**config.mk**
```make
export PLATFORM = sky130hd
export DESIGN_NAME = mips_multicycle_ctrl_flat
export DESIGN_NICKNAME = d
export VERILOG_FILES = /design/src/rtl/mips_pkg.sv /design/src/rtl/mips_multicycle_ctrl_if.sv /design/src/rtl/mips_alu_decoder.sv /design/src/rtl/mips_multicycle_ctrl.sv /design/src/flat_wrapper.sv
export SDC_FILE = /design/constraint.sdc
export NUM_CORES = 1
export LEC_CHECK = 0
export CAP_MARGIN = 20
export CORE_MARGIN = 5
export CORE_UTILIZATION = 38
export CTS_CLUSTER_DIAMETER = 80
export CTS_CLUSTER_SIZE = 24
export DETAILED_ROUTE_END_ITERATION = 16
export GPL_ROUTABILITY_DRIVEN = 1
export PLACE_DENSITY = 0.79
export SKIP_CTS_REPAIR_TIMING = 1
export SLEW_MARGIN = 0
export SYNTH_ARGS = -nofsm -noshare
export SYNTH_HDL_FRONTEND = slang
export SYNTH_SLANG_ARGS = --single-unit
```
**constraint.sdc**
```tcl
create_clock -name clk -period 2.17 [get_ports clk]
set_clock_uncertainty 0.2 [all_clocks]
set_input_delay 0.217 -clock clk [delete_from_list [all_inputs] [get_ports clk]]
set_output_delay 0.217 -clock clk [all_outputs]
set_load 0.05 [all_outputs]
```
**src/rtl/mips_pkg.sv**
```systemverilog
// Shared MIPS control definitions.
// Holds the multicycle state encoding, opcode and funct constants, the
// datapath ALU control codes and the alu_src_b / pc_src mux encodings.
// The single-cycle control path imports the same opcode and ALU constants.
package mips_pkg;

    typedef enum logic [3:0] {
        S_FETCH   = 4'd0,
        S_DECODE  = 4'd1,
        S_MEMADR  = 4'd2,
        S_MEMRD   = 4'd3,
        S_MEMWB   = 4'd4,
        S_MEMWR   = 4'd5,
        S_RTYPEEX = 4'd6,
        S_RTYPEWB = 4'd7,
        S_BREX    = 4'd8,
        S_ADDIEX  = 4'd9,
        S_ADDIWB  = 4'd10,
        S_JEX     = 4'd11
    } state_t;

    localparam logic [5:0] OP_RTYPE = 6'b000000;
    localparam logic [5:0] OP_LW    = 6'b100011;
    localparam logic [5:0] OP_SW    = 6'b101011;
    localparam logic [5:0] OP_BEQ   = 6'b000100;
    localparam logic [5:0] OP_BNE   = 6'b000101;
    localparam logic [5:0] OP_ADDI  = 6'b001000;
    localparam logic [5:0] OP_J     = 6'b000010;

    localparam logic [5:0] FN_ADD = 6'b100000;
    localparam logic [5:0] FN_SUB = 6'b100010;
    localparam logic [5:0] FN_AND = 6'b100100;
    localparam logic [5:0] FN_OR  = 6'b100101;
    localparam logic [5:0] FN_SLT = 6'b101010;
    localparam logic [5:0] FN_NOR = 6'b100111;

    localparam logic [2:0] ALU_AND = 3'b000;
    localparam logic [2:0] ALU_OR  = 3'b001;
    localparam logic [2:0] ALU_ADD = 3'b010;
    localparam logic [2:0] ALU_NOR = 3'b100;
    localparam logic [2:0] ALU_SUB = 3'b110;
    localparam logic [2:0] ALU_SLT = 3'b111;

    localparam logic [1:0] SRCB_B       = 2'b00;
    localparam logic [1:0] SRCB_FOUR    = 2'b01;
    localparam logic [1:0] SRCB_IMM     = 2'b10;
    localparam logic [1:0] SRCB_IMM_SH2 = 2'b11;

    localparam logic [1:0] PCSRC_ALU    = 2'b00;
    localparam logic [1:0] PCSRC_ALUOUT = 2'b01;
    localparam logic [1:0] PCSRC_JUMP   = 2'b10;

    // States that wait on the memory ready handshake.
    function automatic logic is_mem_wait_state(state_t s);
        return (s == S_FETCH) || (s == S_MEMRD) || (s == S_MEMWR);
    endfunction

endpackage

```
**src/rtl/mips_multicycle_ctrl_if.sv**
```systemverilog
// Control bundle between the multicycle controller and its datapath.
// Inputs to the controller: op, funct, zero, mem_ready.
// Outputs from the controller: memory strobes, register/PC enables, mux
// selects, alu_control, illegal_op / mem_timeout pulses and state_o.
// master = controller side, slave = datapath side.
interface mips_multicycle_ctrl_if;
    logic [5:0] op;
    logic [5:0] funct;
    logic       zero;
    logic       mem_ready;

    logic       iord;
    logic       mem_read;
    logic       mem_write;
    logic       ir_write;
    logic       pc_en;
    logic       reg_dst;
    logic       mem_to_reg;
    logic       reg_write;
    logic       alu_src_a;
    logic [1:0] alu_src_b;
    logic [2:0] alu_control;
    logic [1:0] pc_src;
    logic       illegal_op;
    logic       mem_timeout;
    logic [3:0] state_o;

    modport master (
        input  op, funct, zero, mem_ready,
        output iord, mem_read, mem_write, ir_write, pc_en, reg_dst,
               mem_to_reg, reg_write, alu_src_a, alu_src_b, alu_control,
               pc_src, illegal_op, mem_timeout, state_o
    );

    modport slave (
        output op, funct, zero, mem_ready,
        input  iord, mem_read, mem_write, ir_write, pc_en, reg_dst,
               mem_to_reg, reg_write, alu_src_a, alu_src_b, alu_control,
               pc_src, illegal_op, mem_timeout, state_o
    );
endinterface

```
**src/rtl/mips_alu_decoder.sv**
```systemverilog
// R-type ALU decoder, shared with the single-cycle control path.
// Ports: funct (IR[5:0]) in; alu_control (datapath ALU code) and
// funct_valid (funct is one of the supported R-type operations) out.
module mips_alu_decoder
    import mips_pkg::*;
(
    input  logic [5:0] funct,
    output logic [2:0] alu_control,
    output logic       funct_valid
);

    always_comb begin
        alu_control = ALU_ADD;
        funct_valid = 1'b1;
        case (funct)
            FN_ADD:  alu_control = ALU_ADD;
            FN_SUB:  alu_control = ALU_SUB;
            FN_AND:  alu_control = ALU_AND;
            FN_OR:   alu_control = ALU_OR;
            FN_SLT:  alu_control = ALU_SLT;
            FN_NOR:  alu_control = ALU_NOR;
            default: funct_valid = 1'b0;
        endcase
    end

endmodule

```
**src/rtl/mips_multicycle_ctrl.sv**
```systemverilog
// Multicycle MIPS controller: one FSM sequencing fetch, decode, execute,
// memory and writeback, with the ALU decoder folded in and a ready/timeout
// handshake on memory accesses.
// Ports: clk (rising edge), rst_n (async, active-low), bus (master side of
// mips_multicycle_ctrl_if carrying op/funct/zero/mem_ready in and all
// datapath controls out).
//
// state    | meaning
// ---------+-----------------------------------------------
// FETCH    | read instr at PC, load IR, PC <= PC+4 on ready
// DECODE   | ALUOut <= PC + (imm<<2), pick execute path
// MEMADR   | ALUOut <= A + imm (lw/sw address)
// MEMRD    | read data memory at ALUOut
// MEMWB    | rt <= MDR
// MEMWR    | write B to data memory at ALUOut
// RTYPEEX  | ALUOut <= A op B
// RTYPEWB  | rd <= ALUOut
// BREX     | compare A-B, load branch target on taken
// ADDIEX   | ALUOut <= A + imm
// ADDIWB   | rt <= ALUOut
// JEX      | PC <= jump target
module mips_multicycle_ctrl
    import mips_pkg::*;
#(
    parameter int MEM_WAIT_EN = 1,
    parameter int BNE_EN      = 1,
    parameter int MAX_WAIT    = 0,
    parameter int WAIT_CNT_W  = 8
) (
    input  logic                    clk,
    input  logic                    rst_n,
    mips_multicycle_ctrl_if.master  bus
);

    state_t                state, state_nx, dec_nx;
    logic [WAIT_CNT_W-1:0] wait_cnt;
    logic                  rdy, in_wait, timeout, dec_legal;
    logic                  funct_valid;
    logic [2:0]            funct_alu;

    logic       iord_c, mem_read_c, mem_write_c, ir_write_c, pc_en_c;
    logic       reg_dst_c, mem_to_reg_c, reg_write_c, alu_src_a_c;
    logic [1:0] alu_src_b_c, pc_src_c;
    logic [2:0] alu_control_c;

    mips_alu_decoder u_alu_dec (
        .funct       (bus.funct),
        .alu_control (funct_alu),
        .funct_valid (funct_valid)
    );

    assign rdy     = bus.mem_ready || (MEM_WAIT_EN == 0);
    assign in_wait = is_mem_wait_state(state);
    // Ready on the same cycle as count==MAX_WAIT wins over the abort.
    assign timeout = (MAX_WAIT > 0) && in_wait && !rdy &&
                     (wait_cnt == WAIT_CNT_W'(MAX_WAIT));

    always_ff @(posedge clk or negedge rst_n) begin
        if (!rst_n) state <= S_FETCH;
        else        state <= state_nx;
    end

    // A timeout in FETCH stays in FETCH, so it must clear the count itself.
    always_ff @(posedge clk or negedge rst_n) begin
        if (!rst_n) begin
            wait_cnt <= '0;
        end else if ((state_nx != state) || timeout) begin
            wait_cnt <= '0;
        end else if (in_wait && !rdy && (wait_cnt != '1)) begin
            wait_cnt <= wait_cnt + 1'b1;
        end
    end

    always_comb begin
        dec_nx    = S_FETCH;
        dec_legal = 1'b1;
        case (bus.op)
            OP_RTYPE: begin
                if (funct_valid) dec_nx = S_RTYPEEX;
                else             dec_legal = 1'b0;
            end
            OP_LW, OP_SW: dec_nx = S_MEMADR;
            OP_BEQ:       dec_nx = S_BREX;
            OP_BNE: begin
                if (BNE_EN != 0) dec_nx = S_BREX;
                else             dec_legal = 1'b0;
            end
            OP_ADDI: dec_nx = S_ADDIEX;
            OP_J:    dec_nx = S_JEX;
            default: dec_legal = 1'b0;
        endcase
    end

    always_comb begin
        state_nx = S_FETCH;
        case (state)
            S_FETCH:   state_nx = rdy ? S_DECODE : S_FETCH;
            S_DECODE:  state_nx = dec_nx;
            S_MEMADR: begin
                if (bus.op == OP_LW)      state_nx = S_MEMRD;
                else if (bus.op == OP_SW) state_nx = S_MEMWR;
                else                      state_nx = S_FETCH;
            end
            S_MEMRD: begin
                if (rdy)          state_nx = S_MEMWB;
                else if (timeout) state_nx = S_FETCH;
                else              state_nx = S_MEMRD;
            end
            S_MEMWB:   state_nx = S_FETCH;
            S_MEMWR:   state_nx = (rdy || timeout) ? S_FETCH : S_MEMWR;
            S_RTYPEEX: state_nx = S_RTYPEWB;
            S_RTYPEWB: state_nx = S_FETCH;
            S_BREX:    state_nx = S_FETCH;
            S_ADDIEX:  state_nx = S_ADDIWB;
            S_ADDIWB:  state_nx = S_FETCH;
            S_JEX:     state_nx = S_FETCH;
            default:   state_nx = S_FETCH;
        endcase
    end

    always_comb begin
        iord_c        = 1'b0;
        mem_read_c    = 1'b0;
        mem_write_c   = 1'b0;
        ir_write_c    = 1'b0;
        pc_en_c       = 1'b0;
        reg_dst_c     = 1'b0;
        mem_to_reg_c  = 1'b0;
        reg_write_c   = 1'b0;
        alu_src_a_c   = 1'b0;
        alu_src_b_c   = SRCB_B;
        alu_control_c = ALU_AND;
        pc_src_c      = PCSRC_ALU;
        case (state)
            S_FETCH: begin
                mem_read_c    = 1'b1;
                alu_src_b_c   = SRCB_FOUR;
                alu_control_c = ALU_ADD;
                ir_write_c    = rdy;
                pc_en_c       = rdy;
            end
            S_DECODE: begin
                alu_src_b_c   = SRCB_IMM_SH2;
                alu_control_c = ALU_ADD;
            end
            S_MEMADR, S_ADDIEX: begin
                alu_src_a_c   = 1'b1;
                alu_src_b_c   = SRCB_IMM;
                alu_control_c = ALU_ADD;
            end
            S_MEMRD: begin
                mem_read_c = 1'b1;
                iord_c     = 1'b1;
            end
            S_MEMWB: begin
                mem_to_reg_c = 1'b1;
                reg_write_c  = 1'b1;
            end
            S_MEMWR: begin
                mem_write_c = 1'b1;
                iord_c      = 1'b1;
            end
            S_RTYPEEX: begin
                alu_src_a_c   = 1'b1;
                alu_control_c = funct_alu;
            end
            S_RTYPEWB: begin
                reg_dst_c   = 1'b1;
                reg_write_c = 1'b1;
            end
            S_BREX: begin
                alu_src_a_c   = 1'b1;
                alu_control_c = ALU_SUB;
                pc_src_c      = PCSRC_ALUOUT;
                pc_en_c       = (bus.op == OP_BNE) ? !bus.zero : bus.zero;
            end
            S_ADDIWB: reg_write_c = 1'b1;
            S_JEX: begin
                pc_src_c = PCSRC_JUMP;
                pc_en_c  = 1'b1;
            end
            default: ;
        endcase
    end

    // Strobes are gated by rst_n so nothing fires while reset is held,
    // even though FETCH itself would request a read.
    assign bus.mem_read    = mem_read_c  & rst_n;
    assign bus.mem_write   = mem_write_c & rst_n;
    assign bus.ir_write    = ir_write_c  & rst_n;
    assign bus.pc_en       = pc_en_c     & rst_n;
    assign bus.reg_write   = reg_write_c & rst_n;
    assign bus.illegal_op  = (state == S_DECODE) && !dec_legal && rst_n;
    assign bus.mem_timeout = timeout && rst_n;

    assign bus.iord        = iord_c;
    assign bus.reg_dst     = reg_dst_c;
    assign bus.mem_to_reg  = mem_to_reg_c;
    assign bus.alu_src_a   = alu_src_a_c;
    assign bus.alu_src_b   = alu_src_b_c;
    assign bus.alu_control = alu_control_c;
    assign bus.pc_src      = pc_src_c;
    assign bus.state_o     = state;

endmodule

```
**src/flat_wrapper.sv**
```systemverilog
// flat-port wrapper written by rule: the top's interface ports become plain ports
module mips_multicycle_ctrl_flat import mips_pkg::*;
#(
    parameter int MEM_WAIT_EN = 1,
    parameter int BNE_EN      = 1,
    parameter int MAX_WAIT    = 0,
    parameter int WAIT_CNT_W  = 8
)
  (clk, rst_n, bus_op, bus_funct, bus_zero, bus_mem_ready, bus_iord, bus_mem_read, bus_mem_write, bus_ir_write, bus_pc_en, bus_reg_dst, bus_mem_to_reg, bus_reg_write, bus_alu_src_a, bus_alu_src_b, bus_alu_control, bus_pc_src, bus_illegal_op, bus_mem_timeout, bus_state_o);
  mips_multicycle_ctrl_if bus_i ();
  input  logic clk;
  input  logic rst_n;
  input wire logic [$bits(bus_i.op)-1:0] bus_op;
  input wire logic [$bits(bus_i.funct)-1:0] bus_funct;
  input wire logic [$bits(bus_i.zero)-1:0] bus_zero;
  input wire logic [$bits(bus_i.mem_ready)-1:0] bus_mem_ready;
  output wire logic [$bits(bus_i.iord)-1:0] bus_iord;
  output wire logic [$bits(bus_i.mem_read)-1:0] bus_mem_read;
  output wire logic [$bits(bus_i.mem_write)-1:0] bus_mem_write;
  output wire logic [$bits(bus_i.ir_write)-1:0] bus_ir_write;
  output wire logic [$bits(bus_i.pc_en)-1:0] bus_pc_en;
  output wire logic [$bits(bus_i.reg_dst)-1:0] bus_reg_dst;
  output wire logic [$bits(bus_i.mem_to_reg)-1:0] bus_mem_to_reg;
  output wire logic [$bits(bus_i.reg_write)-1:0] bus_reg_write;
  output wire logic [$bits(bus_i.alu_src_a)-1:0] bus_alu_src_a;
  output wire logic [$bits(bus_i.alu_src_b)-1:0] bus_alu_src_b;
  output wire logic [$bits(bus_i.alu_control)-1:0] bus_alu_control;
  output wire logic [$bits(bus_i.pc_src)-1:0] bus_pc_src;
  output wire logic [$bits(bus_i.illegal_op)-1:0] bus_illegal_op;
  output wire logic [$bits(bus_i.mem_timeout)-1:0] bus_mem_timeout;
  output wire logic [$bits(bus_i.state_o)-1:0] bus_state_o;
  assign bus_i.op = bus_op;
  assign bus_i.funct = bus_funct;
  assign bus_i.zero = bus_zero;
  assign bus_i.mem_ready = bus_mem_ready;
  assign bus_iord = bus_i.iord;
  assign bus_mem_read = bus_i.mem_read;
  assign bus_mem_write = bus_i.mem_write;
  assign bus_ir_write = bus_i.ir_write;
  assign bus_pc_en = bus_i.pc_en;
  assign bus_reg_dst = bus_i.reg_dst;
  assign bus_mem_to_reg = bus_i.mem_to_reg;
  assign bus_reg_write = bus_i.reg_write;
  assign bus_alu_src_a = bus_i.alu_src_a;
  assign bus_alu_src_b = bus_i.alu_src_b;
  assign bus_alu_control = bus_i.alu_control;
  assign bus_pc_src = bus_i.pc_src;
  assign bus_illegal_op = bus_i.illegal_op;
  assign bus_mem_timeout = bus_i.mem_timeout;
  assign bus_state_o = bus_i.state_o;
  mips_multicycle_ctrl #(.MEM_WAIT_EN(MEM_WAIT_EN), .BNE_EN(BNE_EN), .MAX_WAIT(MAX_WAIT), .WAIT_CNT_W(WAIT_CNT_W)) u_core (.clk(clk), .rst_n(rst_n), .bus(bus_i));
endmodule
```
==> impl_metrics.toml <==
[status]
status = "finished, violations left"
violations = "setup timing"

[final_layout]
final_cells = 179
final_core_util_pct = 95.0
nets = 171
syn2layout_area_growth_pct = 138
nFillCells = 47
largest_reg_flops = 4
layout-drive-gt1-share_pct = 51.6

[setup_path]
r2r_setup_slack_ns = 0.10
r2r-end = "u_core.bus.state_o[1]"
r2r_start = "u_core.bus.state_o[3]"
crit_path_start_kind = "primary input"
reg2reg_depth = 4
crit_chain = "clkdlybuf4s50_1 > nand3b_1 > o21ai_0 > buf_4 > a2111oi_4 > clkbuf_16"
end_kind = "output pin"
arrival_ns = 1.81
crit_type = "primary input to output pin"
slowest_stage = "clkdlybuf4s50_1"
slowest_delay_ns = 0.51
crit_required_ns = 1.75
worstPathMaxFanout = 6

[power]
p_sw_mw = 0.270
p_per_area_nw_per_um2 = 364
p_leak_nw = 0.678
netSwitchingFraction_pct = 45.2
combPwrFrac_pct = 70.3
seqPwrFrac_pct = 14.3
p_int_mw = 0.328
peakVddDrop_mv = 0.328
power.share.clock_pct = 15.5

[worst_hold_path]
holdPathStages = 4
whs_endpoint = "u_core.bus.state_o[2]"
hold_path.class = "primary input to flip-flop"
hp-start = "bus_op[3]"

[global_route]
track_usage_pct = 21.5
overflow = 0
antenna_found_initial = 0
grt_max_degree = 21
grt_pass1_vias = 980
grt_pass1_wl_um = 4450

[detailed_routing]
drt-vias-per-instance = 6.44
wire_per_inst_um = 20.2
drc = 0
dr.pass1.iters = 7
drtAntennaViolNets = 0
detail_route.iter0.violations = 38
routed_wl_um = 3620
vias = 1153

[floorplan]
die_h_um = 52.6
design.die.area_um2 = 2770
core_um2 = 1730
die_w_um = 52.6
initial_core_util_pct = 39.9
fp-row-count = 15
pin_count = 38

[sta]
fin_crit_sh_pct = 103
finalSetupViolations = 1
maxSlewHeadroom_pct = 59.7
final_max_slew_viol_count = 0
min_period_ns = 2.23
worst_pin_slew_ns = 0.596
rsz0062_at_grt = "yes"
timing.fmax_mhz = 449
finalHoldViolCount = 0
whs_ns = 0.283
worst_slack_ns = -0.0561
fin_tns_setup_ns = -0.0561

[yosys]
syn_area_um2 = 689
synth.net_count = 114
ys_seq_elements = 4
synth.distinct_cells = 39
synth_top_area_cell = "dfrtp_1"
yosysSeqAreaShare_pct = 14.5
synth_cells = 98
yosysWarnings = 0
avgSynthCellArea_um2 = 7.03
synth_top_area_share_pct = 14.5
synth_area_leaders = "dfrtp_1 (15%), nor3_1 (7.3%), nor4b_1 (6.4%), nor2b_1 (5.4%), nor3b_1 (5.4%)"

[placement]
portBuffers = 36
dp_slack_ns = -0.167
dp.cells = 173
hpwlAfterDp_um = 2220
place_congestion = 0.856

[clock_network]
clock_path_buffers = 2
root_buffer = "clkbuf_4"
clk_pin_slew_ns = 0.04
numCtsBuffers = 3
htreeDepth = 1
cts_tree = "built"
clock_sinks = 4
clk_latency_ns = 0.24

[job]
cap_violations = 0
[logic make-up after synthesis]
family,Yosys count,share of synthesized area [%]
AOI/OAI and AO/OA,25,24.7
xor gates and xnor gates,3,3.81
buffers and inverters,10,5.99
DFF,4,14.5
muxes,2,3.09
other,1,0.544
and+or+nand+nor,53,47.4
[critical path: cells and delay by family]
kind / cells / cell delay, ns
AOI/OAI and AO/OA: 2 / 0.47
and+or+nand+nor: 1 / 0.18
buffers and inverters: 3 / 0.93
[synthesized netlist by cell type]
library cell  instances
inv_1                 3
nor3b_1               5
o31ai_1               1
conb_1                1
clkbuf_1              5
mux2_2                1
nand3_1               3
o211ai_2              1
o21ai_0               7
nand2_1               4
a2111oi_0             1
nor4_1                1
nand2b_1              5
or2_2                 1
mux2i_1               1
a221oi_1              1
a31oi_1               3
nor2b_1               6
or3_1                 4
and3b_1               1
o21a_1                1
a21o_1                1
o32ai_1               1
a211oi_1              1
buf_1                 1
a21oi_1               4
buf_4                 1
nor4b_1               5
or4b_1                1
or4_1                 1
nor4bb_1              1
nand3b_1              1
nor2_1                4
a31o_2                1
nor3_1               10
dfrtp_1               4
o221a_1               1
xnor2_1               3
o211ai_1              1
[per-layer routing]
layer  track usage [%]  vias to the layer above  wire length (µm)
met5                 0                        -                 0
met1              24.4                      525              1220
li1                  -                      486                 -
met4              6.38                        0               163
met2              40.9                      114              1840
met3              2.85                       28               391
[power groups by stage]
stage | clock, mW | sequential (mW) | combinational [mW]
after CTS | 0.0945 | 0.0840 | 0.385
after global routing | 0.107 | 0.0853 | 0.438
final | 0.0924 | 0.0852 | 0.420
after floorplan | 0 | 0.105 | 0.211
after detailed placement | 0 | 0.0849 | 0.382
after global placement | 0 | 0.0844 | 0.375
[worst max-delay path by stage]
stage                     startpoint        endpoint  slack, ns  cells past startpoint
6_report                bus_funct[0]  bus_illegal_op      -0.06                      6
5_1_grt                 bus_funct[3]  bus_illegal_op      -0.15                      6
4_1_cts                    bus_op[1]       bus_pc_en      -0.17                      6
3_5_place_dp               bus_op[1]       bus_pc_en      -0.17                      6
3_3_place_gp               bus_op[1]       bus_pc_en      -0.14                      6
2_1_floorplan  u_core.bus.state_o[0]       bus_pc_en      -0.06                      5
[cells in the final DEF (no fill, tap or decap), types with 3 or more instances in the layout]
cell type and n:
nor3_1 6, nor4b_1 3, clkbuf_4 3, buf_4 25, clkdlybuf4s50_1 6, inv_1 3, a31oi_1 3, nor2b_1 5
nand2b_4 3, nand2_1 3, dlymetal6s2s_1 9, nand3_1 3, dfrtp_2 4, buf_12 15, o21ai_0 6, nor3b_1 3
[layout make-up]
type	instances	area, µm²	share of cell area (%)
antenna	1	2.50	0.153
timing repair buffer	59	718	43.8
sequential	4	105	6.41
tap	25	31.3	1.91
multi-input combinational	84	749	45.7
clock buffer	3	22.5	1.37
inverter	3	11.3	0.687
[metrics by stage]
step / power, mW / area [µm²]
after floorplan: 0.315 / 867
after global placement: 0.460 / 1500
after detailed placement: 0.467 / 1500
after CTS: 0.563 / 1520
after global routing: 0.630 / 1640
final: 0.598 / 1640
Note: power is estimated with default switching activity, not from simulation.
